<file path="config.mk">
export PLATFORM = sky130hd
export DESIGN_NAME = seg_scan_ctrl_flat
export DESIGN_NICKNAME = d
export VERILOG_FILES = /design/src/rtl/seg_scan_ctrl_if.sv /design/src/rtl/seg_scan_ctrl.sv /design/src/flat_wrapper.sv
export SDC_FILE = /design/constraint.sdc
export NUM_CORES = 1
export LEC_CHECK = 0
export CAP_MARGIN = 20
export CORE_AREA = 2 2 84 86
export DETAILED_ROUTE_END_ITERATION = 8
export DIE_AREA = 0 0 86 88
export GPL_TIMING_DRIVEN = 0
export PLACE_DENSITY = 0.57
export SLEW_MARGIN = 10
export SYNTH_ARGS = -nofsm -noshare
export SYNTH_HDL_FRONTEND = slang
export SYNTH_SLANG_ARGS = --single-unit
</file>
<file path="constraint.sdc">
create_clock -name i_clk_fpga -period 3.87 [get_ports i_clk_fpga]
set_input_delay 0.387 -clock i_clk_fpga [delete_from_list [all_inputs] [get_ports i_clk_fpga]]
set_output_delay 0.387 -clock i_clk_fpga [all_outputs]
set_load 0.02 [all_outputs]
</file>
<file path="src/rtl/seg_scan_ctrl_if.sv">
// Value handshake between the counter logic (master) and the display scanner (slave).
interface seg_scan_ctrl_if;
  logic [11:0] i_val;
  logic        i_val_valid;
  logic        o_val_ready;

  modport master (output i_val, output i_val_valid, input  o_val_ready);
  modport slave  (input  i_val, input  i_val_valid, output o_val_ready);
endinterface

</file>
<file path="src/rtl/seg_scan_ctrl.sv">
// Three-digit seven-segment scan scheduler: double-buffered BCD value,
// per-slot blanking window, digit mask and leading-zero blanking.
module seg_scan_ctrl #(
  parameter int unsigned SCAN_DIV  = 100_000,
  parameter int unsigned BLANK_CYC = 1_000
) (
  input  logic                  i_clk_fpga,
  input  logic                  reset,
  seg_scan_ctrl_if.slave        val_if,
  input  logic [2:0]            i_dig_mask,
  input  logic                  i_lzb,
  output logic [3:0]            o_digit,
  output logic [2:0]            o_seg_en,
  output logic                  o_frame_start
);

  localparam int unsigned PW = (SCAN_DIV > 1) ? $clog2(SCAN_DIV) : 1;
  typedef logic [PW-1:0] phase_t;
  localparam phase_t PHASE_LAST = phase_t'(SCAN_DIV - 1);
  localparam phase_t BLANK_END  = phase_t'(BLANK_CYC);

  typedef enum logic [1:0] {
    SLOT0 = 2'd0,
    SLOT1 = 2'd1,
    SLOT2 = 2'd2
  } slot_t;

  slot_t       slot, slot_nxt;
  phase_t      phase, phase_nxt;
  logic        phase_wrap;
  logic        frame_bnd;

  logic [11:0] disp_reg;
  logic [11:0] pend_reg;
  logic        pend_flag;
  logic        xfer;

  logic [3:0]  nib;
  logic [2:0]  onehot;
  logic        mask_bit;
  logic        lzb_blank;
  logic        in_blank;
  logic [2:0]  seg_nxt;

  // Slot/phase scan sequencer
  always_ff @(posedge i_clk_fpga or negedge reset) begin
    if (!reset) begin
      phase <= '0;
      slot  <= SLOT0;
    end else begin
      phase <= phase_nxt;
      slot  <= slot_nxt;
    end
  end

  always_comb begin
    phase_wrap = (phase == PHASE_LAST);
    phase_nxt  = phase_wrap ? '0 : phase + phase_t'(1);
    slot_nxt   = slot;
    if (phase_wrap) begin
      case (slot)
        SLOT0:   slot_nxt = SLOT1;
        SLOT1:   slot_nxt = SLOT2;
        default: slot_nxt = SLOT0;
      endcase
    end
    frame_bnd = phase_wrap && (slot == SLOT2);
  end

  // Ready depends only on the registered flag, so valid never reaches ready combinationally.
  assign val_if.o_val_ready = ~pend_flag;
  assign xfer = val_if.i_val_valid && ~pend_flag;

  always_ff @(posedge i_clk_fpga or negedge reset) begin
    if (!reset) begin
      disp_reg  <= '0;
      pend_reg  <= '0;
      pend_flag <= 1'b0;
    end else if (frame_bnd && pend_flag) begin
      disp_reg  <= pend_reg;
      pend_flag <= 1'b0;
    end else if (xfer) begin
      pend_reg  <= val_if.i_val;
      pend_flag <= 1'b1;
    end
  end

  always_comb begin
    nib       = '0;
    onehot    = '0;
    mask_bit  = 1'b0;
    lzb_blank = 1'b0;
    case (slot)
      SLOT0: begin
        nib      = disp_reg[3:0];
        onehot   = 3'b100;
        mask_bit = i_dig_mask[0];
      end
      SLOT1: begin
        nib       = disp_reg[7:4];
        onehot    = 3'b010;
        mask_bit  = i_dig_mask[1];
        lzb_blank = (disp_reg[11:8] == 4'd0) && (disp_reg[7:4] == 4'd0);
      end
      SLOT2: begin
        nib       = disp_reg[11:8];
        onehot    = 3'b001;
        mask_bit  = i_dig_mask[2];
        lzb_blank = (disp_reg[11:8] == 4'd0);
      end
      default: ;
    endcase
    in_blank = (BLANK_CYC != 0) && (phase < BLANK_END);
    seg_nxt  = (in_blank || !mask_bit || (i_lzb && lzb_blank)) ? 3'b000 : onehot;
  end

  always_ff @(posedge i_clk_fpga or negedge reset) begin
    if (!reset) begin
      o_seg_en      <= '0;
      o_digit       <= '0;
      o_frame_start <= 1'b0;
    end else begin
      o_seg_en      <= seg_nxt;
      o_digit       <= nib;
      o_frame_start <= (phase == '0) && (slot == SLOT0);
    end
  end

endmodule

</file>
<file path="src/flat_wrapper.sv">
// flat-port wrapper written by rule: the top's interface ports become plain ports
module seg_scan_ctrl_flat 
#(
  parameter int unsigned SCAN_DIV  = 100_000,
  parameter int unsigned BLANK_CYC = 1_000
)
  (i_clk_fpga, reset, i_dig_mask, i_lzb, o_digit, o_seg_en, o_frame_start, val_if_i_val, val_if_i_val_valid, val_if_o_val_ready);
  seg_scan_ctrl_if val_if_i ();
  input  logic i_clk_fpga;
  input  logic reset;
  input  logic [2:0] i_dig_mask;
  input  logic i_lzb;
  output logic [3:0] o_digit;
  output logic [2:0] o_seg_en;
  output logic o_frame_start;
  input wire logic [$bits(val_if_i.i_val)-1:0] val_if_i_val;
  input wire logic [$bits(val_if_i.i_val_valid)-1:0] val_if_i_val_valid;
  output wire logic [$bits(val_if_i.o_val_ready)-1:0] val_if_o_val_ready;
  assign val_if_i.i_val = val_if_i_val;
  assign val_if_i.i_val_valid = val_if_i_val_valid;
  assign val_if_o_val_ready = val_if_i.o_val_ready;
  seg_scan_ctrl #(.SCAN_DIV(SCAN_DIV), .BLANK_CYC(BLANK_CYC)) u_core (.i_clk_fpga(i_clk_fpga), .reset(reset), .val_if(val_if_i), .i_dig_mask(i_dig_mask), .i_lzb(i_lzb), .o_digit(o_digit), .o_seg_en(o_seg_en), .o_frame_start(o_frame_start));
endmodule
</file>
==> results of run 1 <==
## cells by family after synthesis
| logic type | count (synthesis) | share of synthesized area (%) |
|---|---|---|
| AOI/OAI and AO/OA | 12 | 4.32 |
| xor gates and xnor gates | 13 | 4.91 |
| adders and majority gates | 8 | 4.32 |
| buffers and inverters | 11 | 2.37 |
| DFF | 52 | 56.1 |
| muxes | 26 | 12.6 |
| and+or+nand+nor | 64 | 15.4 |
## per-stage QoR
stage | power, uW | utilization, % | worst slack, ps
detailed placement | 622 | 40.7 | 1730
floorplan | 586 | - | 2080
global route | 962 | 42.1 | 1580
CTS | 934 | 42.1 | 1780
global placement | 619 | 40.5 | 791
finish | 920 | 42.1 | 1800
## metal layers
| metal | routed length, microns | vias up |
|---|---|---|
| met5 | 0 | - |
| met3 | 167 | 6 |
| met2 | 2160 | 31 |
| met1 | 2000 | 766 |
| li1 | - | 736 |
| met4 | 44 | 0 |
## cell type report
class | count | area, sq um
sequential | 52 | 1300
fill | 635 | 3850
timing repair buffer | 28 | 285
inverter | 6 | 22.5
buffer | 5 | 32.5
clock inverter | 2 | 16.3
multi-input combinational | 123 | 963
clock buffer | 6 | 72.6
tap | 80 | 100
## path summary, 6_finish.rpt
kind / startpoint / slack, ps / depth (start not counted) / end
min in group i_clk_fpga: u_core.disp_reg[2]$_DFFE_PN0P_ / 510 / 1 / u_core.disp_reg[2]$_DFFE_PN0P_
max in group asynchronous: reset / 3350 / 2 / u_core.phase[1]$_DFF_PN0_
worst max register to register: u_core.phase[0]$_DFF_PN0_ / 1800 / 6 / u_core.disp_reg[10]$_DFFE_PN0P_
worst min-delay path: reset / 1 / 1 / u_core.o_digit[3]$_DFF_PN0_
worst min register to register: u_core.disp_reg[2]$_DFFE_PN0P_ / 510 / 1 / u_core.disp_reg[2]$_DFFE_PN0P_
worst max-delay path: u_core.phase[0]$_DFF_PN0_ / 1800 / 6 / u_core.disp_reg[10]$_DFFE_PN0P_
## placed cells by master (no fill, tap or decap), drive strengths merged, types with 2 or more instances in the layout
cell,synthesis,final
clkdlybuf4s50,0,26
o21ai,2,2
xor2,4,4
nor3,7,7
nor4,3,3
buf,3,5
nor4b,2,2
and4,3,3
nand2,9,9
nor2b,2,2
nor2,20,20
mux2,26,26
and3,2,2
nand4,7,7
inv,6,6
nand3,6,6
a222oi,5,5
xnor2,9,9
clkbuf,2,8
ha,8,8
dfrtp,52,52
## power breakdown
group | internal [uW] | switching [uW] | total [uW]
clock | 129 | 182 | 311
combinational | 28.2 | 16.5 | 44.7
sequential | 557 | 7.47 | 565
## critical path, delay by kind of cell, from the launching register on
family	cells	cell delay (ps)
buffers and inverters	1	200
multiplexers	1	340
AND/OR/NAND/NOR	3	760
adder cells (fa/ha/maj)	1	250
flip-flops	1	430
==> results.env, run 1 <==
GRT_PASS1_WL_MICRONS=7670
GRT_PASS1_VIAS=1550
GR_MET1_DEMAND_RESOURCE_PCT=16.4
FINAL_MAX_SLEW_VIOL_COUNT=0
DIE_X_MICRONS=86
PLACE_INST=294
FLOORPLAN.DIE.HEIGHT_MICRONS=88
ROOT_BUFFER='sky130_fd_sc_hd__clkbuf_8'
WL_PER_CELL_MICRONS=14.5
STARTPOINT_TO_ENDPOINT_CLASS_OF_THE_CRITICAL_PATH='register to register'
POST_SYNTH_NUM_CELL_TYPES=35
STARTING_DENSITY_OF_THE_CORE_PCT=34.9
FINAL_ANTENNA_NET_COUNT=0
POSTPLACECELLAREA_SQ_UM=2710
CTS_HOLD_BUF=0
FLOORPLAN.DIE_AREA_SQ_UM=7570
WORST-SLEW-PIN-TRANSITION_PS=528
SYNTHESIZED_CELL_AREA_SQ_UM=2320
CTS_TREE='done'
CTS.PATH.MAX_BUFFERS=2
RSZ_0062_RAISED_AFTER_GLOBAL_ROUTING='false'
CORE.ROWCOUNT=30
CORE_AREA_SQ_UM=6640
FINALCLOCKSKEW_PS=7.38
AVERAGE_CELL_AREA_AFTER_SYNTHESIS_SQ_UM=12.5
VIAS=1539
SLEW-LIMIT-HEADROOM_PCT=64.8
CP_CELL_SEQUENCE='ha_1 > and4_1 > nand4_1 > nor2_2 > buf_6 > mux2_2'
CELLLEAKAGEPOWER_uW=0.00123
NUMBER_OF_ENABLE_TYPE_REGISTER_CELLS_IN_THE_SYNTHESIZED_NETLIST=0
CTS.HTREE.LEVELS=2
POST_CTS.REPAIR.SETUP_BUFFERS=0
NUMCTSBUFFERS=5
CLK_TRANSITION_REPORTED_PATHS_PS=100
CRITICAL_PATH.MAX_FANOUT=10
HOLD_PATH.CLASS='input port to async pin'
MAX_CAP_VIOLATIONS=0
MAPPEDNETLISTNETS=213
P_PER_AREA_nW_PER_UM2=329
SYNTH_TOP_CELL_BY_AREA='sky130_fd_sc_hd__dfrtp_1'
CLK-INSERTION-DELAY-LATE_PS=310
YS_SEQ_AREA_SHARE_PCT=56.1
SYNTH_TOP_CELLS_BY_AREA='sky130_fd_sc_hd__dfrtp_1, sky130_fd_sc_hd__mux2_2, sky130_fd_sc_hd__ha_1'
HOLD-WORST-SLACK_PS=1.36
CTS_REPAIR_RESIZE_COUNT=0
SETUP_VIOL_COUNT_FINAL=0
YOSYS_WARNINGS=0
IO_BUFFER_COUNT=27
SYNTH_TOP_CELL_AREA_SHARE_PCT=56.1
GRT_MAX_DEGREE=36
CRITICAL_PATH_REQUIRED_PS=4070
INITIALDRTVIOLATIONCOUNT=91
RESULT_OF_THE_RUN='complete, no violations'
YOSYSMOSTFREQUENTCELL='sky130_fd_sc_hd__dfrtp_1'
DP_HPWL_MICRONS=3220
WORST_PATH_MAX_DELAY_CELL='sky130_fd_sc_hd__dfrtp_1'
FINAL_LAYOUT_SIZE_SUFFIX_GT1_SHARE_PCT=20.3
ANTENNA_VIOLATIONS_BEFORE_REPAIR=0
ROUTED_VIA_DENSITY=5.10
LAYOUT-AREA-OVERHEAD-VS-SYNTH_PCT=20.4
GRT_USE_TOTAL_PCT=13.0
FINAL_NETS=248
VDD_DROP_MAX_uV=163
DRC=0
CPPEAKSTAGEDELAY_PS=430
SYNTHTOPCELLSBYCOUNT='sky130_fd_sc_hd__dfrtp_1, sky130_fd_sc_hd__mux2_2, sky130_fd_sc_hd__nor2_1'
MAXCLOCKFREQUENCY_MHz=482
LARGEST_REGISTER_FF_COUNT=17
GPL.FINAL_WEIGHTED_CONGESTION=0.785
WORSTSETUPENDPOINTTYPE='register'
BUSIEST_LAYER='met2'
DOMINANTREGCELLSYNTH='sky130_fd_sc_hd__dfrtp_1'
CTS_SINKS=52
ARR_TIME_CRIT_PATH_PS=2280
ANTENNA-DIODE-COUNT=0
ASYNCSETRESETFLOPFRACSYNTH_PCT=100
PIN_COUNT=28
PERIOD_MINUS_SLACK_PS=2070
FINISH.INSTANCE_AREA_SQ_UM=2790
FINALHOLDVIOLCOUNT=0
CP-START-KIND='register'
WL_MICRONS=4380
SYNTHCELLS=186
FIRSTDRTPASSITERS=4
GLOBALROUTE.TOTALOVERFLOW=0
STDCELL_COUNT=302
TNS_PS=0
USE_MET3_PCT=4.15
FINAL_MIN_PERIOD_OVER_CLOCK_PERIOD_PCT=53.6
GRT_UTIL_MET2_PCT=21.4
YOSYS_REGISTER_BITS=52
No activity file was read; power rests on OpenSTA's default activity.
==> run 2: changes to the inputs <==
PLACE_DENSITY = 0.59   (was 0.57)
clock period = 1.8 ns   (was 3.87 ns; I/O delays follow)
==> run 2 against run 1 <==
Net effect:
- via count grew 6.7%
- setup slack got worse by 1800 ps
- wire length is 6.8% higher
- sequential power is 110% higher
- critical path depth decreased by 1
- largest cell class unchanged
- core utilization increased by 3.7 points
- clock skew is 4.3 ps lower
- critical endpoint is now u_core.disp_reg[8]$_DFFE_PN0P_
==> results.env, run 2 (same netlist as run 1, synthesis figures left out) <==
CTS.PATH.MAX_BUFFERS=2
CORE_AREA_SQ_UM=6640
CTS_SINKS=52
WL_MICRONS=4680
GRT_USE_TOTAL_PCT=13.5
CP-START-KIND='register'
FINALPOWER_uW=2030
ARR_TIME_CRIT_PATH_PS=2000
CORE.ROWCOUNT=30
WORSTREGTOREGCELLS=5
STARTPOINT_TO_ENDPOINT_CLASS_OF_THE_CRITICAL_PATH='register to register'
ROUTED_VIA_DENSITY=5.08
LARGEST_REGISTER_FF_COUNT=17
GRT_MAX_DEGREE=35
FINAL_NETS=269
CELLLEAKAGEPOWER_uW=0.00136
FLOORPLAN.DIE.HEIGHT_MICRONS=88
RSZ_0062_RAISED_AFTER_GLOBAL_ROUTING='true'
CLK_TRANSITION_REPORTED_PATHS_PS=100
VIAS=1642
IO_BUFFER_COUNT=27
CTS.HTREE.LEVELS=2
GLOBALROUTE.TOTALOVERFLOW=0
WORST-SLEW-PIN-TRANSITION_PS=567
PIN_COUNT=28
CRITICAL_PATH.REG2REG.ENDPOINT='u_core.disp_reg[8]$_DFFE_PN0P_'
DP_HPWL_MICRONS=3180
CRIT_PATH_START='u_core.phase[12]$_DFF_PN0_'
WL_PER_CELL_MICRONS=14.5
CRITICAL_PATH.MAX_FANOUT=5
WORST-R2R-SETUP-SLACK_PS=6
MAX_CAP_VIOLATIONS=0
CRITICAL_PATH_REQUIRED_PS=2010
DRC=0
RESULT_OF_THE_RUN='complete, no violations'
WORST_SETUP_ENDPOINT='u_core.disp_reg[8]$_DFFE_PN0P_'
INITIALDRTVIOLATIONCOUNT=94
GRT_PASS1_WL_MICRONS=7890
FINALWORSTSETUPSLACK_PS=6.00
LAYOUT-AREA-OVERHEAD-VS-SYNTH_PCT=31.1
HOLD_PATH.CLASS='input port to async pin'
PRE_CTS_SLACK_PS=-283
MAXCLOCKFREQUENCY_MHz=557
P_PER_AREA_nW_PER_UM2=667
ROOT_BUFFER='sky130_fd_sc_hd__clkbuf_8'
VDD_DROP_MAX_uV=431
LAYOUT.CELLS.MOST_COMMON_LIST='sky130_fd_sc_hd__dfrtp_1, sky130_fd_sc_hd__clkdlybuf4s50_1, sky130_fd_sc_hd__mux2_2'
SLEW-LIMIT-HEADROOM_PCT=62.2
FINALHOLDVIOLCOUNT=0
CTS_TREE='done'
ANTENNA_VIOLATIONS_BEFORE_REPAIR=0
FLOORPLAN.DIE_AREA_SQ_UM=7570
MOST_COMMON_CELL_AFTER_LAYOUT_FILL_AND_TAPS_ASIDE='sky130_fd_sc_hd__dfrtp_1'
REG2REG_FROM='u_core.phase[12]$_DFF_PN0_'
GPL.FINAL_WEIGHTED_CONGESTION=0.804
FINAL_ANTENNA_NET_COUNT=0
STARTING_DENSITY_OF_THE_CORE_PCT=34.9
FINAL_MIN_PERIOD_OVER_CLOCK_PERIOD_PCT=99.7
SETUP_VIOL_COUNT_FINAL=0
PERIOD_MINUS_SLACK_PS=1790
FINALCLOCKSKEW_PS=3.07
CLK-INSERTION-DELAY-LATE_PS=310
WORSTSETUPENDPOINTTYPE='register'
ANTENNA-DIODE-COUNT=0
FIRSTDRTPASSITERS=5
NUMCTSBUFFERS=5
FINAL_LAYOUT_SIZE_SUFFIX_GT1_SHARE_PCT=31.3
FINAL_MAX_SLEW_VIOL_COUNT=0
GRT_PASS1_VIAS=1630
DIE_X_MICRONS=86
-- run 2: cell types whose count changed in the layout (fill, tap and decap cells not counted), moves of 3 or more --
cell                      delta
sky130_fd_sc_hd__buf_4      +18
sky130_fd_sc_hd__mux2_2      -6
sky130_fd_sc_hd__mux2_4      +6
sky130_fd_sc_hd__dfrtp_1     -3
sky130_fd_sc_hd__dfrtp_2     +3
-- run 2: metal layers --
layer | vias up | part of all wire (%) | track usage (%)
met5 | - | 0 | 0
met4 | 0 | 1.5 | 5.19
met3 | 6 | 3.2 | 3.11
met2 | 34 | 49 | 21.9
met1 | 823 | 46 | 17.7
li1 | 779 | - | -
-- run 2: how the worst min path moves through the flow --
stage	start	endpoint	slack (ps)	cells past startpoint
finish	reset	u_core.phase[6]$_DFF_PN0_	330	2
global route	reset	u_core.o_frame_start$_DFF_PN0_	380	2
CTS	reset	u_core.phase[6]$_DFF_PN0_	350	2
detailed placement	reset	u_core.phase[6]$_DFF_PN0_	160	1
global placement	u_core.pend_reg[7]$_DFFE_PN0P_	u_core.pend_reg[7]$_DFFE_PN0P_	490	1
floorplan	reset	u_core.disp_reg[0]$_DFFE_PN0P_	-120	0
-- run 2: power breakdown --
group / switching, uW / total (uW) / internal, uW
logic: 36.1 / 98.5 / 62.3
clock network: 431 / 717 / 286
registers: 15.2 / 1210 / 1200
-- run 2: final cells by class --
class                      instances  area (sq um)
multi-input combinational        123          1030
buffer                             5          36.3
clock buffer                       5          68.8
tap                               80           100
fill                             626          3600
clock inverter                     3          27.5
timing repair buffer              49           449
sequential                        52          1310
inverter                           6          22.5
-- run 2: worst max-delay path, cell delays in order, from the launching register on --
cell	delay, ps
sky130_fd_sc_hd__dfrtp_2	440
sky130_fd_sc_hd__nor4_4	370
sky130_fd_sc_hd__nand4_1	190
sky130_fd_sc_hd__nor2_4	210
sky130_fd_sc_hd__buf_6	150
sky130_fd_sc_hd__mux2_2	330
-- run 2: timing repair --
action	in CTS	in global routing
pin swaps	6	3
hold endpoints to repair	18	0
endpoints found under the setup margin	14	17
cloned	1	0
buffers inserted	10	9
gates resized for setup	14	11
hold buffers	1	0
-- run 2: per-stage QoR --
stage          utilization (%)  TNS [ps]  hold slack (ps)  cells  area (sq um)
2_1_floorplan                -         0             -116    186          2320
3_3_place_gp              40.5    -57780              488    293          2690
3_5_place_dp              40.7     -4190              157    294          2710
4_1_cts                   44.3         0              354    314          2940
5_1_grt                   45.8      -781              378    323          3040
6_report                  45.8         0              333    323          3040
==> run 3: changes to the inputs <==
GPL_TIMING_DRIVEN = 1   (was 0)
SKIP_LAST_GASP = 1   (was not set)
==> run 3 against run 2 <==
Net effect:
- flip-flop and latch count stayed put
- wire length decreased by 5.5%
- critical path type unchanged
- power decreased by 3.0%
- worst hold slack improved by 34 ps
- largest power group unchanged
- critical path depth stayed put
- combinational power is 0.7% lower
==> results.env, run 3 (same netlist as run 1, synthesis figures left out) <==
FLOORPLAN.DIE_AREA_SQ_UM=7570
CTS.PATH.MAX_BUFFERS=2
HOLD_PATH.CLASS='input port to async pin'
STARTPOINT_TO_ENDPOINT_CLASS_OF_THE_CRITICAL_PATH='register to register'
IO_BUFFER_COUNT=27
CLK_TRANSITION_REPORTED_PATHS_PS=90
VDD_DROP_MAX_uV=366
FINAL_ANTENNA_NET_COUNT=0
GRT_MAX_DEGREE=34
CELLLEAKAGEPOWER_uW=0.00130
MAX_CAP_VIOLATIONS=0
CP-START-KIND='register'
GPL.FINAL_WEIGHTED_CONGESTION=0.865
STDCELL_COUNT=315
DIE_X_MICRONS=86
ROOT_BUFFER='sky130_fd_sc_hd__clkbuf_8'
CORE_AREA_SQ_UM=6640
CTS_TREE='done'
CORE.ROWCOUNT=30
PERIOD_MINUS_SLACK_PS=1740
DP_HPWL_MICRONS=3410
SEQ_AREA_SQ_UM=1300
FINISH.INSTANCE_AREA_SQ_UM=2930
FINALHOLDVIOLCOUNT=0
ARR_TIME_CRIT_PATH_PS=1920
RSZ_0062_RAISED_AFTER_GLOBAL_ROUTING='true'
FINAL_LAYOUT_SIZE_SUFFIX_GT1_SHARE_PCT=25.5
VIAS=1587
WL_MICRONS=4420
CRITICAL_PATH_REQUIRED_PS=1990
GRT_USE_TOTAL_PCT=12.9
CRITICAL_PATH.MAX_FANOUT=13
INITIALDRTVIOLATIONCOUNT=28
FILLERS=623
WL_PER_CELL_MICRONS=14.0
RESULT_OF_THE_RUN='complete, no violations'
FINAL_MAX_SLEW_VIOL_COUNT=0
FINAL_NETS=261
PIN_COUNT=28
FLOORPLAN.DIE.HEIGHT_MICRONS=88
MAXCLOCKFREQUENCY_MHz=576
ANTENNA_VIOLATIONS_BEFORE_REPAIR=0
P_PER_AREA_nW_PER_UM2=673
MULTI_INPUT_COMB_AREA_SQ_UM=977
ROUTED_VIA_DENSITY=5.04
SETUP_VIOL_COUNT_FINAL=0
ANTENNA-DIODE-COUNT=0
FIRSTDRTPASSITERS=4
POSTPLACECELLAREA_SQ_UM=2810
TNS_PS=0
STARTING_DENSITY_OF_THE_CORE_PCT=34.9
GRT_PASS1_WL_MICRONS=7650
MOST_COMMON_CELL_AFTER_LAYOUT_FILL_AND_TAPS_ASIDE='sky130_fd_sc_hd__dfrtp_1'
LAYOUT.CELLS.MOST_COMMON_LIST='sky130_fd_sc_hd__dfrtp_1, sky130_fd_sc_hd__mux2_2, sky130_fd_sc_hd__clkdlybuf4s50_1'
SLEW-LIMIT-HEADROOM_PCT=66.3
FINALCLOCKSKEW_PS=5.44
HOLD-WORST-SLACK_PS=366
LAYOUT-AREA-OVERHEAD-VS-SYNTH_PCT=26.2
CTS.HTREE.LEVELS=2
DRC=0
FINAL_MIN_PERIOD_OVER_CLOCK_PERIOD_PCT=96.5
CTS_SINKS=52
GLOBALROUTE.TOTALOVERFLOW=0
CLK-INSERTION-DELAY-LATE_PS=300
PLACE_INST=305
WORSTSETUPENDPOINTTYPE='register'
GRT_PASS1_VIAS=1649
NUMCTSBUFFERS=5
WORST-SLEW-PIN-TRANSITION_PS=500
LARGEST_REGISTER_FF_COUNT=17
run 3: changes by cell type in the layout (fill, tap and decap cells not counted), moves of 2 or more:
cell / previous run / this run
sky130_fd_sc_hd__mux2_4: 6 / 0
sky130_fd_sc_hd__ha_1: 6 / 8
sky130_fd_sc_hd__mux2_2: 20 / 26
sky130_fd_sc_hd__dfrtp_2: 3 / 1
sky130_fd_sc_hd__dfrtp_1: 49 / 51
sky130_fd_sc_hd__buf_6: 3 / 0
sky130_fd_sc_hd__buf_4: 19 / 16
run 3: worst paths after layout:
kind	start	endpoint	slack [ps]	cells after the start
max	u_core.phase[11]$_DFF_PN0_	u_core.disp_reg[1]$_DFFE_PN0P_	60	5
min	reset	u_core.phase[5]$_DFF_PN0_	370	2
max reg2reg	u_core.phase[11]$_DFF_PN0_	u_core.disp_reg[1]$_DFFE_PN0P_	60	5
min reg2reg	u_core.pend_reg[7]$_DFFE_PN0P_	u_core.pend_reg[7]$_DFFE_PN0P_	520	1
max in group asynchronous	reset	u_core.phase[11]$_DFF_PN0_	900	3
min in group i_clk_fpga	val_if_i_val_valid	u_core.pend_flag$_DFFE_PN0P_	480	3
run 3: timing repair:
action | CTS | global route
pin swaps | 0 | 3
resized for setup | 1 | 2
buffers inserted | 0 | 1
setup endpoints to repair | 15 | 15
hold buffers | 1 | 0
endpoints found under the hold margin | 19 | 0
run 3: power by group:
part | switching, uW | internal, uW
clock network | 380 | 277
logic | 35.7 | 62.0
registers | 15.6 | 1200
run 3: stage by stage:
stage / total power [uW] / util (%) / setup WS (ps)
after floorplan: 1260 / - / 11.3
after global placement: 1330 / 42.2 / 34.5
after detailed placement: 1340 / 42.2 / -3.06
after CTS: 2000 / 43.8 / 38.5
after global routing: 2060 / 44.0 / -20.1
final: 1970 / 44.0 / 63.4
run 3: worst max-delay path, cell delays in order, from the launching register on:
cell                      delay [ps]
sky130_fd_sc_hd__dfrtp_2         440
sky130_fd_sc_hd__nor4_4          340
sky130_fd_sc_hd__nand4_1         160
sky130_fd_sc_hd__nor2_2          190
sky130_fd_sc_hd__buf_12          160
sky130_fd_sc_hd__mux2_2          330
run 3: final cells by class:
class | count | share of cell area (%)
repair buffers | 46 | 14.9
well taps | 80 | 3.42
inverters | 6 | 0.770
clock buffers | 6 | 2.48
clock inverters | 2 | 0.556
multi-input cells | 123 | 33.4
flip-flops and latches | 52 | 44.5
run 3: layer usage:
layer | part of all wire, % | up-vias | global-route usage (%) | wire (microns)
li1 | - | 761 | - | -
met1 | 44 | 787 | 15.9 | 1950
met2 | 51 | 37 | 22.6 | 2270
met3 | 3.9 | 2 | 3.30 | 171
met4 | 0.61 | 0 | 3.32 | 27
met5 | 0 | - | 0 | 0
